$ cat src/rtl/regbank_pkg.sv
//------------------------------------------------------------------------------
// regbank_pkg : shared constants and clear-sequencer state encoding
// Rev 1.0 - initial release
//------------------------------------------------------------------------------
`default_nettype none

package regbank_pkg;

   localparam int DATA_W_DEF = 32;
   localparam int ADDR_W_DEF = 5;
   localparam int ZERO_REG   = 0;

   typedef enum logic [0:0] {
      ST_CLEAR = 1'b0,
      ST_READY = 1'b1
   } regbank_state_e;

endpackage

`default_nettype wire

$ cat src/rtl/regbank_clr_seq.sv
//------------------------------------------------------------------------------
// regbank_clr_seq : post-reset clear sequencer, walks every entry once to zero
// Rev 1.0 - initial release
//------------------------------------------------------------------------------
`default_nettype none

module regbank_clr_seq
   import regbank_pkg::*;
#(
   parameter int ADDR_W = ADDR_W_DEF,
   parameter int DEPTH  = 1 << ADDR_W
) (
   input  logic              clk,
   input  logic              rst,
   output logic              o_busy,
   output logic              o_clr_we,
   output logic [ADDR_W-1:0] o_clr_addr
);

   // Counter is one bit wider than the address so DEPTH == 2**ADDR_W fits
   localparam logic [ADDR_W:0] c_LAST = (ADDR_W+1)'(DEPTH - 1);
   localparam logic [ADDR_W:0] c_ONE  = (ADDR_W+1)'(1);

   regbank_state_e    r_state;
   regbank_state_e    w_state_nxt;
   logic [ADDR_W:0]   r_cnt;
   logic [ADDR_W:0]   w_cnt_nxt;

   always_ff @(posedge clk) begin
      if (rst) begin
         r_state <= ST_CLEAR;
         r_cnt   <= '0;
      end else begin
         r_state <= w_state_nxt;
         r_cnt   <= w_cnt_nxt;
      end
   end

   always_comb begin
      w_state_nxt = r_state;
      w_cnt_nxt   = r_cnt;
      o_clr_we    = 1'b0;
      if (r_state == ST_CLEAR) begin
         o_clr_we  = !rst;
         w_cnt_nxt = r_cnt + c_ONE;
         if (r_cnt == c_LAST) begin
            w_state_nxt = ST_READY;
         end
      end
   end

   assign o_busy     = (r_state == ST_CLEAR);
   assign o_clr_addr = r_cnt[ADDR_W-1:0];

endmodule

`default_nettype wire

$ cat src/rtl/regbank_bypass.sv
//------------------------------------------------------------------------------
// regbank_bypass : 2R/1W register bank, r0 hardwired to zero, cleared after reset.
// Define REGBANK_BYPASS_EN to forward same-edge write data onto the read ports.
// Rev 1.0 - initial release
//------------------------------------------------------------------------------
`default_nettype none

module regbank_bypass
   import regbank_pkg::*;
#(
   parameter int DATA_W = DATA_W_DEF,
   parameter int ADDR_W = ADDR_W_DEF,
   parameter int DEPTH  = 1 << ADDR_W
) (
   input  logic              clk,
   input  logic              R,
   input  logic [ADDR_W-1:0] AdrA,
   input  logic [ADDR_W-1:0] AdrB,
   input  logic [ADDR_W-1:0] AdrC,
   input  logic [DATA_W-1:0] C,
   input  logic              W,
   output logic [DATA_W-1:0] A,
   output logic [DATA_W-1:0] B,
   output logic              busy
);

   localparam logic [ADDR_W:0]   c_DEPTH = (ADDR_W+1)'(DEPTH);
   localparam logic [ADDR_W-1:0] c_ZERO  = ADDR_W'(ZERO_REG);

   logic [DATA_W-1:0] r_mem [0:DEPTH-1];
   logic [DATA_W-1:0] r_a;
   logic [DATA_W-1:0] r_b;

   logic              w_busy;
   logic              w_clr_we;
   logic [ADDR_W-1:0] w_clr_addr;
   logic              w_we;
   logic              w_vld_a;
   logic              w_vld_b;
   logic              w_fwd_a;
   logic              w_fwd_b;
   logic [DATA_W-1:0] w_rd_a;
   logic [DATA_W-1:0] w_rd_b;

   regbank_clr_seq #(
      .ADDR_W (ADDR_W),
      .DEPTH  (DEPTH)
   ) u_clr_seq (
      .clk        (clk),
      .rst        (R),
      .o_busy     (w_busy),
      .o_clr_we   (w_clr_we),
      .o_clr_addr (w_clr_addr)
   );

   // Only nonzero, in-range addresses are backed by storage
   assign w_we    = W && !R && !w_busy && (AdrC != c_ZERO) && ({1'b0, AdrC} < c_DEPTH);
   assign w_vld_a = (AdrA != c_ZERO) && ({1'b0, AdrA} < c_DEPTH);
   assign w_vld_b = (AdrB != c_ZERO) && ({1'b0, AdrB} < c_DEPTH);

`ifdef REGBANK_BYPASS_EN
   assign w_fwd_a = W && (AdrC == AdrA);
   assign w_fwd_b = W && (AdrC == AdrB);
`else
   assign w_fwd_a = 1'b0;
   assign w_fwd_b = 1'b0;
`endif

   assign w_rd_a = !w_vld_a ? '0 : (w_fwd_a ? C : r_mem[AdrA]);
   assign w_rd_b = !w_vld_b ? '0 : (w_fwd_b ? C : r_mem[AdrB]);

   always_ff @(posedge clk) begin
      if (!R) begin
         if (w_clr_we) begin
            r_mem[w_clr_addr] <= '0;
         end else if (w_we) begin
            r_mem[AdrC] <= C;
         end
      end
   end

   always_ff @(posedge clk) begin
      if (R || w_busy) begin
         r_a <= '0;
         r_b <= '0;
      end else begin
         r_a <= w_rd_a;
         r_b <= w_rd_b;
      end
   end

   assign A    = r_a;
   assign B    = r_b;
   assign busy = w_busy;

endmodule

`default_nettype wire

$ cat config.mk
export PLATFORM = sky130hd
export DESIGN_NAME = regbank_bypass
export DESIGN_NICKNAME = d
export VERILOG_FILES = /design/src/rtl/regbank_pkg.sv /design/src/rtl/regbank_clr_seq.sv /design/src/rtl/regbank_bypass.sv
export SDC_FILE = /design/constraint.sdc
export NUM_CORES = 1
export LEC_CHECK = 0
export CAP_MARGIN = 20
export CELL_PAD_IN_SITES_DETAIL_PLACEMENT = 1
export CELL_PAD_IN_SITES_GLOBAL_PLACEMENT = 1
export CORE_ASPECT_RATIO = 0.7
export CORE_UTILIZATION = 55
export DETAILED_ROUTE_END_ITERATION = 7
export MAX_ROUTING_LAYER = met4
export PLACE_DENSITY_LB_ADDON = 0.1
export SLEW_MARGIN = 20
export SYNTH_ARGS = -nofsm -noshare
export SYNTH_HDL_FRONTEND = slang
export SYNTH_SLANG_ARGS = --single-unit
$ cat constraint.sdc
create_clock -name clk -period 4.9 [get_ports clk]
set_input_delay 0.98 -clock clk [delete_from_list [all_inputs] [get_ports clk]]
set_output_delay 0.98 -clock clk [all_outputs]
set_load 0.005 [all_outputs]
==> flow_summary.toml <==
[logic_synthesis]
yosys.area_share.simple = 0.0161
seq_area_frac_synth = 0.655
synthCells = 2427
synth_nets = 2478
synthMuxAreaShare = 0.258
ys.flop_type = "edfxtp_1"
ys_ff_latch = 1095
synth_cell_types = 46
synth_compound_area_frac = 0.0484
synth_edf_count = 1024
synth_xor_area_frac = 0.000713
synth_top_family_by_area = "multiplexers"
syn_avg_cell_area_um2 = 20.2
synth-adder-area-share = 0.000255
ys_async_sr_fraction = 0
synth_warnings = 0
syn_area_um2 = 49100

[placement]
gp_congestion = 0.881
placed_area_um2 = 52400
io_buffers = 114
dp.cells = 3649
hpwl_um = 92400

[layout]
mostFrequentLayoutCell = "edfxtp_1"
finalNonFillerCells = 3853
fin_area_um2 = 56100
syn_to_final_growth_pct = 14.3
post_route_cells_drive_above_1_share = 0.314
layout_common_cells = "1024 x edfxtp_1, 449 x mux4_2, 256 x mux2i_1"
fin_nets = 2647

[min_path]
hp-class = "flop to flop"
hp-start = "u_clr_seq.r_cnt[5]"
whs_path_depth = 2

[clock_network]
cts_max_level = 3
clk_latency_ps = 730
clockRootBuffer = "clkbuf_16"
clk_path_buf_depth = 3
cts_resized = 0
clk_pin_slew_ps = 60
post_cts_buffers = 0
cts_hold_buf = 0
tritoncts = "built"
clkSinkCount = 1095
cts_buffers = 106

[timing]
period_share = 0.721
setup_viol = 0
fin_tns_setup_ps = 0
period_minus_slack_ps = 3530
relSlewSlack = 0.230
fmaxAchievable_ghz = 0.283
slew_violations = 0
skew_ps = 38.0
finalHoldViolCount = 0
grt_setup_unrepaired = "false"
worst_slew_pin_slew_ps = 1150

[global_route]
grt_pass1_wl_um = 225000
grt_max_degree = 87
antenna_found_initial = 1
grt_pass1_vias = 29700
grt_remaining_overflow = 0
gr-usage-all-layers = 0.367

[power]
switching_share = 0.221
pwr-share-seq = 0.510
ir_worst_vdd_v = 0.000290
intPower_w = 0.0155
p_per_area_nw_per_um2 = 355
p_leak_nw = 16.5
switchingPower_w = 0.00442
p_clk_frac = 0.432
pwr-share-comb = 0.058

[floorplanning]
num_rows = 91
dieArea_um2 = 90500
fp.dieW_um = 359
pin_count = 115
initial_core_util = 0.556
coreArea_um2 = 88200
die_y_um = 252

[worst_setup_path]
crit_arrival_ps = 3910
cp-startpoint = "R"
regToRegSetupSlack_ps = 1820
crit_path_end_kind = "flop"
start_kind = "primary input"
r2r_start = "u_clr_seq.r_state"
cp_max_fo = 32
worstSetupPathType = "primary input to flop"
r2r_cells = 5
worstPathRequired_ps = 5280

[route]
first_pass_iters = 5
drc_errors = 0
drtIter0Drc = 3936
drt-total-wl_um = 159000
viasPerCell = 7.46
antenna_left = 0
vias = 28700
wire_per_inst_um = 41.3

[run]
drv_cap = 0

[run_status]
status = "finished, final reports clean"
-- registers in the layout, indices dropped and copies added (netlist names) --
register	count
u_clr_seq.r_state	1
r_mem	1024
B	32
u_clr_seq.r_cnt	6
A	32
-- worst max-delay path: stages --
cell             delay, ps
clkdlybuf4s50_1        670
nand3b_1               420
a21oi_4                500
buf_4                  460
and2_1                 820
-- worst paths after layout --
kind / endpoint
worst min register to register: u_clr_seq.r_cnt[5]
worst max register to register: A[29]
worst min-delay path: u_clr_seq.r_cnt[5]
worst max-delay path: r_mem[28][16]
-- synthesized netlist by cell type (2+ instances only) --
cell       count  share of area
xnor2_1        2        0.00036
a2111oi_0      6         0.0011
nand3b_1       6        0.00092
xor2_1         2        0.00036
buf_6         23         0.0053
dfxtp_1       71          0.029
buf_1         16         0.0012
mux4_2       449           0.21
or3_1          3        0.00038
buf_4         11         0.0017
o22a_1        33         0.0059
buf_2         51         0.0052
and2_1        33         0.0042
a211oi_1      31         0.0047
a31oi_1        2        0.00025
o32a_1         2        0.00041
edfxtp_1    1024           0.63
o22ai_1       31         0.0039
nor4_1         2        0.00025
nand3_1        3        0.00031
mux2i_1      256          0.052
inv_1          7        0.00054
nor2b_1        4        0.00051
nor2_1        34         0.0026
a21oi_1        7        0.00071
nand2_1        3        0.00023
and3b_1        2        0.00036
a2111oi_2     25         0.0076
or3b_2         2        0.00036
nand4_1        4        0.00051
o221ai_1      63          0.011
a32oi_1        2        0.00036
a22oi_1        3        0.00046
clkbuf_1      96         0.0073
nor3_1        46         0.0047
a22o_1        62          0.011
-- per-layer routing --
| metal | global-route usage | routed length [µm] | share of wire |
|---|---|---|---|
| met1 | 0.492 | 61600 | 0.39 |
| met2 | 0.564 | 75300 | 0.47 |
| met3 | 0.0787 | 15900 | 0.10 |
| met4 | 0.130 | 6290 | 0.040 |
| met5 | - | 0 | 0 |
-- cell families (layout without fill, tap and decap cells) --
logic type	count (synthesis)	in the layout
buf+inv	204	467
mux	705	705
flops	1095	1095
fa+ha+maj	1	1
xor+xnor	4	4
other cells	0	1
simple gates	147	147
compound gates	271	271
-- per-stage QoR --
| step | setup slack [ps] | utilization | total power [W] | hold slack (ps) |
|---|---|---|---|---|
| final | 1370 | 0.636 | 0.0199 | 505 |
| after global routing | 1170 | 0.636 | 0.0203 | 515 |
| after CTS | 1410 | 0.636 | 0.0200 | 501 |
| after detailed placement | 677 | 0.594 | 0.0115 | 493 |
| after global placement | 861 | 0.594 | 0.0115 | 463 |
| after floorplan | 535 | - | 0.0111 | 454 |
-- final cells by class --
cell class / count / area, µm²
diodes: 1 / 2.50
clock buffers: 158 / 3110
clock inverters: 44 / 553
fillers: 7160 / 32100
inverters: 7 / 26.3
multi-input cells: 1128 / 16200
flip-flops and latches: 1095 / 32200
well taps: 1162 / 1450
repair buffers: 258 / 2630
-- power by group through the flow --
stage	combinational [W]	clock [W]	sequential, W
after detailed placement	0.00115	0	0.0104
final	0.00116	0.00861	0.0102
after CTS	0.00116	0.00867	0.0102
after global placement	0.00114	0	0.0104
after floorplan	0.000769	0	0.0104
after global routing	0.00121	0.00897	0.0102
No activity file was read; power rests on OpenSTA's default activity.
